===== src/rtl/vme_slave_responder.sv =====
// VMEbus A24/D16 slave: decodes a 64 KB window, turns each data strobe into one
// local register-bus access and answers with DTACK* (or BERR* on local timeout).
module vme_slave_responder #(
    parameter logic [7:0]  BASE_A24       = 8'h80,
    parameter int unsigned TIMEOUT_CYCLES = 255
) (
    input  logic        clk,
    input  logic        sys_rst_n,
    input  logic [23:1] vme_a,
    input  logic [5:0]  vme_am,
    input  logic        vme_as_n,
    input  logic        vme_ds0_n,
    input  logic        vme_ds1_n,
    input  logic        vme_write_n,
    input  logic        vme_lword_n,
    input  logic        vme_iack_n,
    input  logic [15:0] vme_db_in,
    output logic [15:0] vme_db_out,
    output logic        vme_db_oe,
    output logic        vme_dtack_n,
    output logic        vme_dtack_oe,
    output logic        vme_berr_n,
    output logic        vme_berr_oe,
    output logic [14:0] local_addr,
    output logic [1:0]  local_be,
    output logic [15:0] local_wdata,
    output logic        local_wr,
    output logic        local_rd,
    input  logic [15:0] local_rdata,
    input  logic        local_ack
);

    typedef enum logic [2:0] {
        S_IDLE,
        S_IGNORE,
        S_WAIT_DS,
        S_ACCESS,
        S_RDATA,
        S_DTACK,
        S_BERR,
        S_RELEASE
    } state_t;

    localparam logic [15:0] TMO = 16'(TIMEOUT_CYCLES);

    state_t      state_q, state_d;
    // Sync chains: [0] first stage, [1] synchronized level, [2] history.
    logic [2:0]  as_sync_q, ds0_sync_q, ds1_sync_q;
    logic [14:0] addr_q, addr_d;
    logic        write_n_q, write_n_d;
    logic [1:0]  be_q, be_d;
    logic [15:0] wdata_q, wdata_d;
    logic        wr_q, wr_d;
    logic        rd_q, rd_d;
    logic [15:0] timer_q, timer_d;
    logic        abort_q, abort_d;
    logic [15:0] db_out_q, db_out_d;
    logic        db_oe_q, db_oe_d;
    logic        dtack_n_q, dtack_n_d;
    logic        dtack_oe_q, dtack_oe_d;
    logic        berr_n_q, berr_n_d;
    logic        berr_oe_q, berr_oe_d;

    logic as_high, as_fall, ds_any_low, ds_both_high, ds_abort;
    logic am_ok, match, ack_ok, timed_out;

    always_ff @(posedge clk or negedge sys_rst_n) begin
        if (!sys_rst_n) begin
            as_sync_q  <= '1;
            ds0_sync_q <= '1;
            ds1_sync_q <= '1;
        end else begin
            as_sync_q  <= {as_sync_q[1:0], vme_as_n};
            ds0_sync_q <= {ds0_sync_q[1:0], vme_ds0_n};
            ds1_sync_q <= {ds1_sync_q[1:0], vme_ds1_n};
        end
    end

    assign as_high      = as_sync_q[1];
    assign as_fall      = as_sync_q[2] & ~as_sync_q[1];
    assign ds_any_low   = ~ds0_sync_q[1] | ~ds1_sync_q[1];
    assign ds_both_high = ds0_sync_q[1] & ds1_sync_q[1];
    // A master abort is only believed after two consecutive idle samples.
    assign ds_abort     = ds_both_high & ds0_sync_q[2] & ds1_sync_q[2];

    always_comb begin
        unique case (vme_am)
            6'h39, 6'h3A, 6'h3D, 6'h3E: am_ok = 1'b1;
            default:                    am_ok = 1'b0;
        endcase
    end

    assign match     = am_ok && (vme_a[23:16] == BASE_A24) && vme_iack_n && vme_lword_n;
    assign ack_ok    = local_ack & ~(wr_q | rd_q);
    assign timed_out = (timer_q >= TMO);

    always_comb begin
        state_d   = state_q;
        addr_d    = addr_q;
        write_n_d = write_n_q;
        be_d      = be_q;
        wdata_d   = wdata_q;
        wr_d      = 1'b0;
        rd_d      = 1'b0;
        timer_d   = timer_q;
        abort_d   = abort_q;
        db_out_d  = db_out_q;
        db_oe_d   = db_oe_q;

        unique case (state_q)
            S_IDLE: begin
                if (as_fall) begin
                    if (match) begin
                        addr_d    = vme_a[15:1];
                        write_n_d = vme_write_n;
                        state_d   = S_WAIT_DS;
                    end else begin
                        state_d = S_IGNORE;
                    end
                end
            end
            S_IGNORE: begin
                if (as_high) state_d = S_IDLE;
            end
            S_WAIT_DS: begin
                if (as_high) begin
                    state_d = S_IDLE;
                end else if (ds_any_low) begin
                    // Direction is re-sampled per data strobe so the write half
                    // of a read-modify-write under one AS* is honoured.
                    write_n_d = vme_write_n;
                    be_d      = {~ds1_sync_q[1], ~ds0_sync_q[1]};
                    wdata_d   = vme_db_in;
                    wr_d      = ~vme_write_n;
                    rd_d      = vme_write_n;
                    timer_d   = '0;
                    abort_d   = 1'b0;
                    state_d   = S_ACCESS;
                end
            end
            S_ACCESS: begin
                if (timer_q != 16'hFFFF) timer_d = timer_q + 16'd1;
                if (ds_abort) abort_d = 1'b1;
                if (ack_ok) begin
                    if (abort_q || ds_abort) begin
                        state_d = S_RELEASE;
                    end else if (write_n_q) begin
                        db_out_d = local_rdata;
                        db_oe_d  = 1'b1;
                        state_d  = S_RDATA;
                    end else begin
                        state_d = S_DTACK;
                    end
                end else if (timed_out) begin
                    state_d = (abort_q || ds_abort) ? S_RELEASE : S_BERR;
                end
            end
            S_RDATA: begin
                state_d = S_DTACK;
            end
            S_DTACK, S_BERR: begin
                if (ds_both_high) state_d = S_RELEASE;
            end
            S_RELEASE: begin
                state_d = as_high ? S_IDLE : S_WAIT_DS;
            end
            default: begin
                state_d = S_IDLE;
            end
        endcase

        if (state_d == S_RELEASE || state_d == S_IDLE) db_oe_d = 1'b0;

        dtack_oe_d = (state_d == S_DTACK) || (state_d == S_RELEASE);
        dtack_n_d  = (state_d != S_DTACK);
        berr_oe_d  = (state_d == S_BERR);
        berr_n_d   = (state_d != S_BERR);
    end

    always_ff @(posedge clk or negedge sys_rst_n) begin
        if (!sys_rst_n) begin
            state_q    <= S_IDLE;
            addr_q     <= '0;
            write_n_q  <= 1'b1;
            be_q       <= '0;
            wdata_q    <= '0;
            wr_q       <= 1'b0;
            rd_q       <= 1'b0;
            timer_q    <= '0;
            abort_q    <= 1'b0;
            db_out_q   <= '0;
            db_oe_q    <= 1'b0;
            dtack_n_q  <= 1'b1;
            dtack_oe_q <= 1'b0;
            berr_n_q   <= 1'b1;
            berr_oe_q  <= 1'b0;
        end else begin
            state_q    <= state_d;
            addr_q     <= addr_d;
            write_n_q  <= write_n_d;
            be_q       <= be_d;
            wdata_q    <= wdata_d;
            wr_q       <= wr_d;
            rd_q       <= rd_d;
            timer_q    <= timer_d;
            abort_q    <= abort_d;
            db_out_q   <= db_out_d;
            db_oe_q    <= db_oe_d;
            dtack_n_q  <= dtack_n_d;
            dtack_oe_q <= dtack_oe_d;
            berr_n_q   <= berr_n_d;
            berr_oe_q  <= berr_oe_d;
        end
    end

    assign vme_db_out   = db_out_q;
    assign vme_db_oe    = db_oe_q;
    assign vme_dtack_n  = dtack_n_q;
    assign vme_dtack_oe = dtack_oe_q;
    assign vme_berr_n   = berr_n_q;
    assign vme_berr_oe  = berr_oe_q;
    assign local_addr   = addr_q;
    assign local_be     = be_q;
    assign local_wdata  = wdata_q;
    assign local_wr     = wr_q;
    assign local_rd     = rd_q;

endmodule


===== config.mk =====
export PLATFORM = sky130hd
export DESIGN_NAME = vme_slave_responder
export DESIGN_NICKNAME = d
export VERILOG_FILES = /design/src/rtl/vme_slave_responder.sv
export SDC_FILE = /design/constraint.sdc
export NUM_CORES = 1
export LEC_CHECK = 0
export CORE_MARGIN = 2
export CORE_UTILIZATION = 40
export CTS_BUF_LIST = sky130_fd_sc_hd__clkbuf_16
export DETAILED_ROUTE_END_ITERATION = 7
export PLACE_DENSITY = 0.75
export SLEW_MARGIN = 10
export SYNTH_ARGS = -nofsm -noshare
export SYNTH_HDL_FRONTEND = slang
export SYNTH_SLANG_ARGS = --single-unit

===== constraint.sdc =====
create_clock -name clk -period 2.35 [get_ports clk]
set_clock_uncertainty 0.15 [all_clocks]
set_input_delay 0.47 -clock clk [delete_from_list [all_inputs] [get_ports clk]]
set_output_delay 0.47 -clock clk [all_outputs]
set_load 0.1 [all_outputs]

==> summary.txt <==
number of enable-type register cells in the synthesized netlist: 0
number of buffers inserted by port buffering: 124
count of antenna diodes in the layout: 0
root buffer cell: clkbuf_16
detailed route wirelength on metal2: 4010 µm
Mean Syn Cell Area: 11.5 µm²
footprint of the flip-flops and latches: 2170 µm²
number of global-route vias before repair: 2862
via density per instance: 4.99
die outline area: 9620 µm²
internal cell power: 3.28 mW
Synth async-reset ratio: 100%
topmost layer with routed signal wires: met4
area of the multi-input gates: 1310 µm²
net total in the final layout: 516
count of mapped cells out of synthesis: 307
final setup vio count: 0
Final Max Slew Viols: 0
Synth Area in Compound Gates: 5.80%
number of violations of the max-capacitance limit: 0
flops & latches, synth: 86
sequential share of the synthesized area: 61.2%
result of the run: finished clean
clock slew at the register clock pins of the worst setup and hold paths: 60 ps
pin count of the biggest net entering global routing: 38
maximum fanout count along the critical path: 4
H-tree level count: 3
final-layout worst hold slack: 206 ps
filler instances: 726
required arrival time at the worst endpoint: 2430 ps
half-perimeter wire length after detailed placement: 5610 µm
number of sinks on the clock net: 86
adder-cell share of the synthesized area: 0.353%
share of the core filled with cells: 59.9%
worst-margin pin slew: 512 ps
portion of the clock cycle consumed by the worst path in the final layout: 94.3%
CTS tree: built
CORE AREA: 8640 µm²
RSZ-0062 raised after global routing: no
number of placed cells counting well taps: 541
wire per inst: 13.8 µm
remaining design rule violation count: 0
switching fraction of total power: 45.2%
class of the most critical hold timing path: register to register
drt initial violations: 133
final setup TNS: 0 ps
synthesized cell area: 3540 µm²
Worst Setup Start Kind: input port
final RePlAce weighted congestion: 0.810
Top Ports: 126
initial core utilization: 41.0%
final period demand of the worst path: 2220 ps
Worst IR Drop VDD: 0.00112 V
Worst-Skew Late Latency: 330 ps
xor and xnor fraction of the mapped netlist area: 3.22%
post-synthesis simple-gate area fraction: 17.0%
row count: 34
Synthesized Nets: 378
die boundary height: 98.1 µm
Data arrival, critical path: 2290 ps
routed wire length: 7690 µm
power density of the placed cells: 1160 nW/µm²
power spent charging and discharging nets: 2.71 mW
Slew HR: 65.9%
via total after detailed routing: 2786
sequential share of power: 32.7%
Peak Freq: 451 MHz
DR WL met3: 412 µm
static leakage: 2.47 nW
Yosys warning total: 0
M1 WL: 3220 µm
Setup Fix Bufs, Post-CTS: 0
endpoint kind of the worst setup timing path: register
Layout area overhead: 46.2%
distinct cell type count of the synthesized netlist: 48
hold violation count in the final report: 0
Chip Width: 98.1 µm
share of synthesized area spent on multiplexers: 10.5%
wire length of the first global-routing pass: 13100 µm
Finished Layout Cells: 558
Main synth FF type: dfrtp_1
fraction of final layout cells sized beyond drive strength 1: 31.6%
worst setup path category: input port to register
antenna violations before repair: 0
logic gate share of total power: 44.1%
largest family of logic cells by synthesized area: simple AND/OR/NAND/NOR gates
GRT Residual Overflow: 0
number of buffers between clock root and the deepest sink: 2
first drt pass iteration count: 4
fraction of power consumed by the clock network: 23.3%
post-detailed-route count of antenna-violating nets: 0
number of CTS-inserted buffers: 9
All-Layer GR Usage: 16.9%
==> final timing paths <==
| kind | slack (ps) | cells after the start | endpoint | from |
|---|---|---|---|---|
| setup / recovery | 130 | 6 | vme_db_oe$_DFFE_PN0P_ | local_ack |
| hold / removal | 210 | 0 | ds1_sync_q[1]$_DFF_PN1_ | ds1_sync_q[0]$_DFF_PN1_ |
| setup reg to reg | 250 | 7 | vme_db_oe$_DFFE_PN0P_ | ds1_sync_q[1]$_DFF_PN1_ |
| hold reg to reg | 210 | 0 | ds1_sync_q[1]$_DFF_PN1_ | ds1_sync_q[0]$_DFF_PN1_ |
| max in group asynchronous | 920 | 3 | vme_dtack_n$_DFF_PN1_ | sys_rst_n |
| min in group asynchronous | 480 | 2 | vme_db_out[8]$_DFFE_PN0P_ | sys_rst_n |
==> power groups by stage <==
stage	sequential, mW	clock (mW)	combinational (mW)
floorplan	3.42	0	0.490
global placement	1.97	0	2.61
detailed placement	1.97	0	2.65
CTS	1.96	1.43	2.66
global route	2.00	1.50	2.77
finish	1.96	1.39	2.64
==> area by class of cell <==
type,instances,share of cell area [%]
timing repair buffer,139,24.2
sequential,86,41.9
clock inverter,7,1.38
inverter,3,0.218
tap,108,2.61
clock buffer,9,4.35
multi-input combinational,206,25.4
==> state kept, by name, indices dropped and copies added (netlist names) <==
| register | cells |
|---|---|
| state_q | 3 |
| local_be | 2 |
| vme_db_oe | 1 |
| as_sync_q | 3 |
| local_wr | 1 |
| ds1_sync_q | 3 |
| vme_berr_n | 1 |
| vme_dtack_n | 1 |
| timer_q | 16 |
| abort_q | 1 |
| local_addr | 15 |
| vme_db_out | 16 |
| local_rd | 1 |
| write_n_q | 1 |
| vme_berr_oe | 1 |
| ds0_sync_q | 3 |
| local_wdata | 16 |
| vme_dtack_oe | 1 |
==> per-stage QoR <==
step | cell area, µm² | power [mW] | setup slack (ps)
finish | 5180 | 5.99 | 133
global route | 5180 | 6.26 | 19.4
CTS | 5180 | 6.05 | 131
detailed placement | 4870 | 4.62 | -225
global placement | 4870 | 4.58 | -175
floorplan | 3540 | 3.91 | 67.8
==> what timing repair did <==
action                                  CTS  global route
endpoints found under the setup margin    0             1
endpoints found under the hold margin    32             0
hold buffers                              1             0
resized for setup                         0             1
==> synthesized netlist by cell type, drive strengths merged, types with 2 or more instances <==
cell	n	area share, %
inv	3	0.32
a21o	2	0.42
and2	2	0.35
nand2	63	6.8
xnor2	5	1.2
dfstp	12	8.9
and2b	2	0.46
or3	3	0.53
and3	2	0.35
nand4	7	1.4
o21ai	11	1.8
nand3	8	1.1
nor4	5	1.1
mux2	33	10
nor2	26	2.8
a21oi	8	1.1
dfrtp	74	52
buf	7	1.1
clkbuf	5	0.53
nor3	3	0.57
xor2	8	2.0
==> logic make-up after synthesis <==
logic type,after synthesis
simple gates,128
flops,86
mux,33
compound gates,31
buf+inv,15
xor+xnor,13
fa+ha+maj,1
==> layout by cell type, fill, tap and decap left out, drive strengths merged, types with 2 or more instances in the layout <==
cell type      Yosys  final
dfrtp             74     74
buf                7     71
clkdlybuf4s50      0     67
nand2             63     63
mux2              33     33
nor2              26     26
dfstp             12     12
o21ai             11     11
clkbuf             5      9
nand3              8      8
a21oi              8      8
xor2               8      8
nand4              7      7
inv                3      6
xnor2              5      5
nor4               5      5
or3                3      3
nor3               3      3
a21o               2      2
and3               2      2
and2               2      2
and2b              2      2
clkinv             0      2
==> routing by layer <==
layer	vias to the layer above	GRT usage, %
met5	-	0
met4	0	6.94
met3	4	4.22
met2	76	28.6
met1	1370	20.7
li1	1336	-
==> worst max-delay path, cell delays in order <==
cell	delay [ps]
clkdlybuf4s50_1	460
or3b_1	410
nor2b_1	170
o221ai_1	150
or2_2	340
a311oi_1	300
Note: power is estimated with default switching activity, not from simulation.
